## config.mk

```make
export PLATFORM = sky130hd
export DESIGN_NAME = instr_fetch_queue
export DESIGN_NICKNAME = d
export VERILOG_FILES = /design/src/rtl/instr_fetch_queue.sv
export SDC_FILE = /design/constraint.sdc
export NUM_CORES = 1
export LEC_CHECK = 0
export CORE_ASPECT_RATIO = 0.7
export CORE_UTILIZATION = 59
export DETAILED_ROUTE_END_ITERATION = 10
export PLACE_DENSITY = 0.83
export RECOVER_POWER = 100
export SLEW_MARGIN = 20
export SYNTH_ARGS = -nofsm -noshare
export SYNTH_HDL_FRONTEND = slang
export SYNTH_SLANG_ARGS = --single-unit
```

## constraint.sdc

```tcl
create_clock -name clk -period 3.75 [get_ports clk]
set_clock_uncertainty 0.1 [all_clocks]
set_input_delay 0.75 -clock clk [delete_from_list [all_inputs] [get_ports clk]]
set_output_delay 0.75 -clock clk [all_outputs]
set_load 0.005 [all_outputs]
```

## src/rtl/instr_fetch_queue.sv

```systemverilog
// Fetch queue between the PC and decode: issues in-order imem requests,
// tracks them with a tag queue and buffers {instr, pc} pairs for decode.
module instr_fetch_queue #(
    parameter int WIDTH   = 32,
    parameter int DEPTH   = 4,
    parameter int MAX_OUT = 2
) (
    input  logic                       clk,
    input  logic                       rst,
    input  logic [WIDTH-1:0]           pc,
    input  logic                       pc_valid,
    output logic                       pc_stall,
    input  logic                       flush,
    output logic                       imem_req,
    output logic [WIDTH-1:0]           imem_addr,
    input  logic                       imem_gnt,
    input  logic                       imem_rvalid,
    input  logic [31:0]                imem_rdata,
    output logic                       instr_valid,
    input  logic                       instr_ready,
    output logic [31:0]                instr,
    output logic [WIDTH-1:0]           instr_pc,
    output logic [$clog2(DEPTH+1)-1:0] count,
    output logic                       err
);

    localparam int AW = $clog2(DEPTH);
    localparam int CW = $clog2(DEPTH + 1);
    localparam int OW = $clog2(MAX_OUT + 1);
    localparam int TW = (MAX_OUT > 1) ? $clog2(MAX_OUT) : 1;

    logic [OW-1:0]    outstanding;
    logic [OW-1:0]    discard;
    logic [WIDTH-1:0] tag_q [MAX_OUT];
    logic [TW-1:0]    tag_wr;
    logic [TW-1:0]    tag_rd;
    logic [31:0]      fifo_instr [DEPTH];
    logic [WIDTH-1:0] fifo_pc [DEPTH];
    logic [AW-1:0]    wr_ptr;
    logic [AW-1:0]    rd_ptr;

    logic [CW:0] credit_sum;
    logic        space;
    logic        issue;
    logic        rsp;
    logic        push;
    logic        pop;

    // Credit check, handshakes and head-of-queue outputs.
    always_comb begin
        credit_sum  = (CW+1)'(outstanding) + (CW+1)'(count);
        space       = (credit_sum < (CW+1)'(DEPTH))
                   && (outstanding < OW'(MAX_OUT));
        imem_req    = pc_valid && space && !flush;
        imem_addr   = pc;
        issue       = imem_req && imem_gnt;
        pc_stall    = pc_valid && !issue;
        rsp         = imem_rvalid && (outstanding != '0);
        push        = rsp && (discard == '0) && !flush;
        instr_valid = (count != '0) && !flush;
        pop         = instr_valid && instr_ready;
        instr       = fifo_instr[rd_ptr];
        instr_pc    = fifo_pc[rd_ptr];
    end

    // Outstanding-request, discard and sticky error bookkeeping.
    always_ff @(posedge clk or negedge rst) begin
        if (!rst) begin
            outstanding <= '0;
            discard     <= '0;
            err         <= 1'b0;
        end else begin
            unique case ({issue, rsp})
                2'b10:   outstanding <= outstanding + 1'b1;
                2'b01:   outstanding <= outstanding - 1'b1;
                default: outstanding <= outstanding;
            endcase
            if (flush) begin
                discard <= outstanding - OW'(rsp);
            end else if (rsp && (discard != '0)) begin
                discard <= discard - 1'b1;
            end
            if (imem_rvalid && (outstanding == '0)) begin
                err <= 1'b1;
            end
        end
    end

    // Tag queue holding the PC of each in-flight request, in order.
    always_ff @(posedge clk or negedge rst) begin
        if (!rst) begin
            tag_wr <= '0;
            tag_rd <= '0;
            for (int i = 0; i < MAX_OUT; i++) begin
                tag_q[i] <= '0;
            end
        end else begin
            if (issue) begin
                tag_q[tag_wr] <= pc;
                tag_wr <= (tag_wr == TW'(MAX_OUT - 1)) ? '0 : tag_wr + 1'b1;
            end
            if (rsp) begin
                tag_rd <= (tag_rd == TW'(MAX_OUT - 1)) ? '0 : tag_rd + 1'b1;
            end
        end
    end

    // Instruction FIFO; a flush empties it at the end of the cycle.
    always_ff @(posedge clk or negedge rst) begin
        if (!rst) begin
            wr_ptr <= '0;
            rd_ptr <= '0;
            count  <= '0;
            for (int i = 0; i < DEPTH; i++) begin
                fifo_instr[i] <= '0;
                fifo_pc[i]    <= '0;
            end
        end else if (flush) begin
            wr_ptr <= '0;
            rd_ptr <= '0;
            count  <= '0;
        end else begin
            if (push) begin
                fifo_instr[wr_ptr] <= imem_rdata;
                fifo_pc[wr_ptr]    <= tag_q[tag_rd];
                wr_ptr <= wr_ptr + 1'b1;
            end
            if (pop) begin
                rd_ptr <= rd_ptr + 1'b1;
            end
            unique case ({push, pop})
                2'b10:   count <= count + 1'b1;
                2'b01:   count <= count - 1'b1;
                default: count <= count;
            endcase
        end
    end

endmodule
```

Yosys cells after proc, flatten, opt, wreduce, memory -nomap -nowiden
Cells that the tools add are included.
{"block": "totals", "ff_bits": 334, "latchBits": 0, "mem_bits_rw": 0, "rom_bits": 0, "in_bits": 71, "output_inout_bits": 103, "elab_cells": 100, "memories": 0}
{"block": "classes", "n_addsub": 11, "mul": 0, "div_mod_pow": 0, "magnitude_cmp": 8, "n_eq_ne": 4, "shifts": 0, "muxes": 27, "n_bitwise": 5, "n_reduce_logical": 27}
{"op": "32-bit 2-to-1 mux", "n": 9}
{"op": "128-bit bitwise mux", "n": 2}
{"op": "32-bit binary-select mux with 2-bit select", "n": 2}
{"op": "64-bit bitwise mux", "n": 1}
{"op": "32-bit demux with 2-bit select", "n": 1}
{"op": "32-bit demux with 1-bit select", "n": 1}
{"op": "1-bit logical AND", "n": 14}
{"op": "2-bit 2-to-1 mux", "n": 6}
{"op": "2-bit nonzero test", "n": 6}
{"op": "2-bit by 1-bit adder with 2-bit output (second input constant)", "n": 3}
{"op": "3-bit greater-or-equal comparator (second input constant)", "n": 2}
{"op": "2-bit inverter with 3-bit output", "n": 2}
{"op": "3-bit one-hot mux with 2 select lines", "n": 1}
{"op": "3-bit nonzero test", "n": 2}
{"op": "2-bit by 3-bit adder with 4-bit output", "n": 1}
{"op": "2-bit by 1-bit == test with 1-bit output (second input constant)", "n": 2}
{"op": "2-bit == test (second input constant)", "n": 2}
{"op": "2-bit greater-or-equal comparator (second input constant)", "n": 2}
{"op": "2-bit zero test", "n": 2}
{"op": "4-bit by 3-bit less-than comparator with 1-bit output (second input constant)", "n": 1}
{"op": "1-bit inverter with 2-bit output", "n": 2}
{"op": "2-bit one-hot mux with 2 select lines", "n": 1}
{"op": "2-bit by 1-bit subtractor with 2-bit output (second input constant)", "n": 2}
{"op": "3-bit by 1-bit adder with 3-bit output (second input constant)", "n": 1}
{"op": "11 further kinds", "n": 14}

Longest topological paths before layout
{"block": "logic_depth", "depth_word": 8, "mapped_depth": 9}

Worst setup path before layout
No wires, ideal clock.
{"block": "synth_timing", "path_type": "in2reg", "from": "input imem_rvalid", "to": "register count[2]", "setup_time_ps": 125, "t_arrival_ps": 2106, "t_required_ps": 3525, "slack_ps": 1419, "path_stages": 7, "path_cell_list": "inv_1 -> nor2_1 -> nor3_1 -> fa_1 -> nand3b_1 -> o21ai_0 -> a2111oi_0"}
{"block": "synth_between", "elab_chain_cells": 6, "word_cells_on_any_way": 8}
{"element": "start, declared", "line": "17", "source": "input logic imem_rvalid,"}
{"element": "1-bit logical AND (*)", "line": "58", "source": "rsp = imem_rvalid && (outstanding != '0);"}
{"element": "1-bit logical AND (*) (2 in a row)", "line": "59", "source": "push = rsp && (discard == '0) && !flush;"}
{"element": "2-bit by 1-bit == test with 1-bit output / 2-bit == test (equally long branches)", "line": "131", "source": "unique case ({push, pop})"}
{"element": "3-bit one-hot mux with 2 select lines", "line": "131"}
{"element": "3-bit 2-to-1 mux", "line": "118", "source": "end else if (flush) begin"}
{"element": "end signal, assigned", "line": "132", "source": "2'b10: count <= count + 1'b1;"}
{"element": "end signal, assigned", "line": "133", "source": "2'b01: count <= count - 1'b1;"}
{"element": "end signal, assigned", "line": "134", "source": "default: count <= count;"}
{"element": "end, declared", "line": "23", "source": "output logic [$clog2(DEPTH+1)-1:0] count,"}
Every way passes the cells marked *; elsewhere a longest branch is shown, timed or not.
A chain may end at the register's enable or synchronous reset.

Worst setup path in the final report
{"block": "layout_timing", "from": "register rd_ptr[0]", "to": "output instr[13]"}
{"block": "layout_between", "elab_chain_cells": 4}
{"element": "start, declared", "line": "40", "source": "logic [AW-1:0] rd_ptr;"}
{"element": "start signal, assigned", "line": "129", "source": "rd_ptr <= rd_ptr + 1'b1;"}
{"element": "2-bit inverter with 3-bit output (not written as such)", "line": "62", "source": "instr = fifo_instr[rd_ptr];"}
{"element": "32-bit binary-select mux with 2-bit select", "line": "62"}
{"element": "32-bit 2-to-1 mux (not written as such) (2 in a row)", "line": "62"}
{"element": "end, declared", "line": "21", "source": "output logic [31:0] instr,"}
Every way passes these cells. The select of a mux whose other input is x is not followed.

==> results.toml <==
[min_path]
holdCritStartpoint = "err"
hold_class = "reg -> reg"
holdPathEnd = "err"
hold_depth = 1

[clock_tree]
root_buffer = "clkbuf_16"
cts_resized = 0
htreeDepth = 1
cts_hold_buf = 0
cts_tree = "yes"
cts_made_buffers = 31
clock_latency_ns = 0.55
post_cts_buffers = 0
clock_sinks = 334
clk_path_buf_depth = 3
clkTransAtPathRegs_ns = 0.07

[yosys]
synth_common_cells = "334 x dfrtp_1, 291 x mux2_2, 64 x mux4_2"
async_flop_share = 1.00
synthTopCellsByArea = "dfrtp_1 56%, mux2_2 22%, mux4_2 9.6%"
yosysUniqueCellTypes = 43
synth_xor_area_frac = 0.00817
synth_top_area_cell = "dfrtp_1"
muxShareOfSynthArea = 0.368
yosysWarnings = 0
ys_seq_area_frac = 0.557
syn_area_per_cell_um2 = 16.4
synth_compound_area_frac = 0.00575
synth_top_family_by_area = "multiplexers"
ys_seq_elements = 334
yosys_most_used_dff = "dfrtp_1"
synth.most_common_cell = "dfrtp_1"
synthCells = 914
syn_area_um2 = 15000
syn_nets = 994
synthAdderAreaFrac = 0.00800
synth_top_area_frac = 0.557
yosys.area_share.simple = 0.0131
synth_edf_count = 0

[global_routing]
grt_pass1_wl_um = 48400
grt_pass1_vias = 8938
grt_max_degree = 95
track_usage = 0.237
grt_antenna_before_repair = 1
grt.overflow.total = 0

[timing]
maxSlewViolCount = 148
min_period_over_period = 0.949
setup_viol = 0
hold_violations = 0
post-route-min-period_ns = 3.56
rsz0062_at_grt = "false"
slew_headroom = -0.646
max_freq_ghz = 0.281
max_slew.worst_pin.slew_ns = 2.47
setup_tns_ns = 0

[pwr]
clockPowerShare = 0.251
p_int_mw = 8.70
power_switching_mw = 3.36
cellPowerDensity_nw_per_um2 = 684
p_comb_frac = 0.316
p_seq_frac = 0.433
swShare = 0.279
p_leak_nw = 8.11
vdd_drop_max_uv = 361

[routing]
ant_nets = 0
wl_per_cell_um = 20.9
vias = 8142
drc = 36
drtPass1Iterations = 7
dr.first_iter.drc_count = 397
drt-vias-per-instance = 5.80
drt_wl_total_um = 29400

[critical_path]
worstPathMaxFanout = 21
critPathKind = "reg -> out"
start_kind = "register"
arrival_ns = 2.71
crit_path_end_kind = "primary output"
reg2reg_depth = 6
ff2ff_setup_slack_ns = 0.41
cp_data_required_time_ns = 2.90
timing.rr.start = "outstanding[1]"
timing.rr.end = "tag_q[8]"

[placed_design]
port_buffers = 173
dp_cells = 1350
dpl.hpwl_um = 18700
routabilityCongestion = 0.711

[run_status]
violations = "design-rule violations, max-capacitance violations, max-slew violations"
status = "finished, violations left"

[die]
dieHeight_um = 135
ios = 174
core_area_um2 = 24800
placementRows = 48
start_util = 0.605
die_area_um2 = 26100
die_x_um = 193

[cells_and_area]
nets = 1138
drive_above_1_share = 0.399
syn2layout_area_growth_pct = 17.4
finalNonFillerCells = 1405

[run]
maxCapViolations = 2
[worst max-delay path: stages, from the launching register on]
cell,delay (ns)
dfrtp_4,0.72
buf_12,0.28
mux4_2,0.54
dlygate4sd3_1,0.60
[cell usage in the layout (no fill, tap or decap), types with 4 or more instances in the layout]
master	instances
clkdlybuf4s50_1	91
mux2_2	291
clkinv_2	6
xor2_1	4
clkbuf_16	31
buf_12	5
clkbuf_8	7
nor2_1	13
nor3_1	4
clkbuf_1	10
inv_1	8
nand2_1	6
xnor2_1	10
ha_1	8
mux4_2	64
clkbuf_2	10
dfrtp_1	332
dlygate4sd3_1	81
mux2_1	59
[power by group through the flow]
stage          Sequential, mW  Clock [mW]  Combinational, mW
2_1_floorplan            5.00           0               2.66
3_3_place_gp             5.23           0               4.01
3_5_place_dp             5.28           0               4.13
4_1_cts                  5.24        3.09               4.15
5_1_grt                  5.37        3.25               4.15
6_report                 5.23        3.02               3.82
[metal layers]
layer / vias to the layer above / wire (um) / share of wire / track usage
li1: 3617 / - / - / -
met5: - / 0 / 0 / 0
met4: 0 / 378 / 0.013 / 0.0394
met1: 4325 / 13600 / 0.46 / 0.354
met2: 169 / 14100 / 0.48 / 0.375
met3: 31 / 1270 / 0.043 / 0.0386
[cell families (layout without fill, tap and decap cells)]
| kind of cell | count (synthesis) | count (layout) |
|---|---|---|
| AO/OA/AOI/OAI | 13 | 13 |
| buffers and inverters | 93 | 258 |
| AND/OR/NAND/NOR | 34 | 34 |
| flip-flops | 334 | 334 |
| adder cells (fa/ha/maj) | 9 | 9 |
| XOR/XNOR | 14 | 14 |
| other | 0 | 1 |
| multiplexers | 417 | 417 |
[state kept, by name, summed over array words and instances, names as in the netlist]
signal	flops
err	1
discard	2
count	3
wr_ptr	2
rd_ptr	2
tag_q	64
tag_rd	1
outstanding	2
tag_wr	1
fifo_pc	128
fifo_instr	128
[cell type report]
type | count | area (um^2)
timing repair buffer | 196 | 1920
inverter | 8 | 30.0
fill | 1665 | 7170
tap | 325 | 407
antenna | 1 | 2.50
sequential | 334 | 8360
clock inverter | 10 | 83.8
multi-input combinational | 487 | 5930
clock buffer | 44 | 895
[per-stage QoR]
| step | total power, mW | setup WS (ns) | area, um^2 | hold WS, ns | utilization |
|---|---|---|---|---|---|
| final | 12.1 | 0.191 | 17600 | 0.368 | 0.711 |
| after detailed placement | 9.41 | 0.550 | 16900 | 0.356 | 0.681 |
| after floorplan | 7.66 | 1.42 | 15000 | 0.351 | - |
| after global placement | 9.24 | 0.578 | 16900 | 0.339 | 0.681 |
| after CTS | 12.5 | 0.185 | 17900 | 0.160 | 0.721 |
| after global routing | 12.8 | 0.0626 | 17600 | 0.394 | 0.711 |
[worst max path at each step]
| stage | from | endpoint |
|---|---|---|
| 3_5_place_dp | flush | pc_stall |
| 5_1_grt | rd_ptr[0] | instr[13] |
| 2_1_floorplan | imem_rvalid | count[2] |
| 6_report | rd_ptr[0] | instr[13] |
| 4_1_cts | rd_ptr[0] | instr[31] |
| 3_3_place_gp | flush | pc_stall |
No activity file was read; power rests on OpenSTA's default activity.
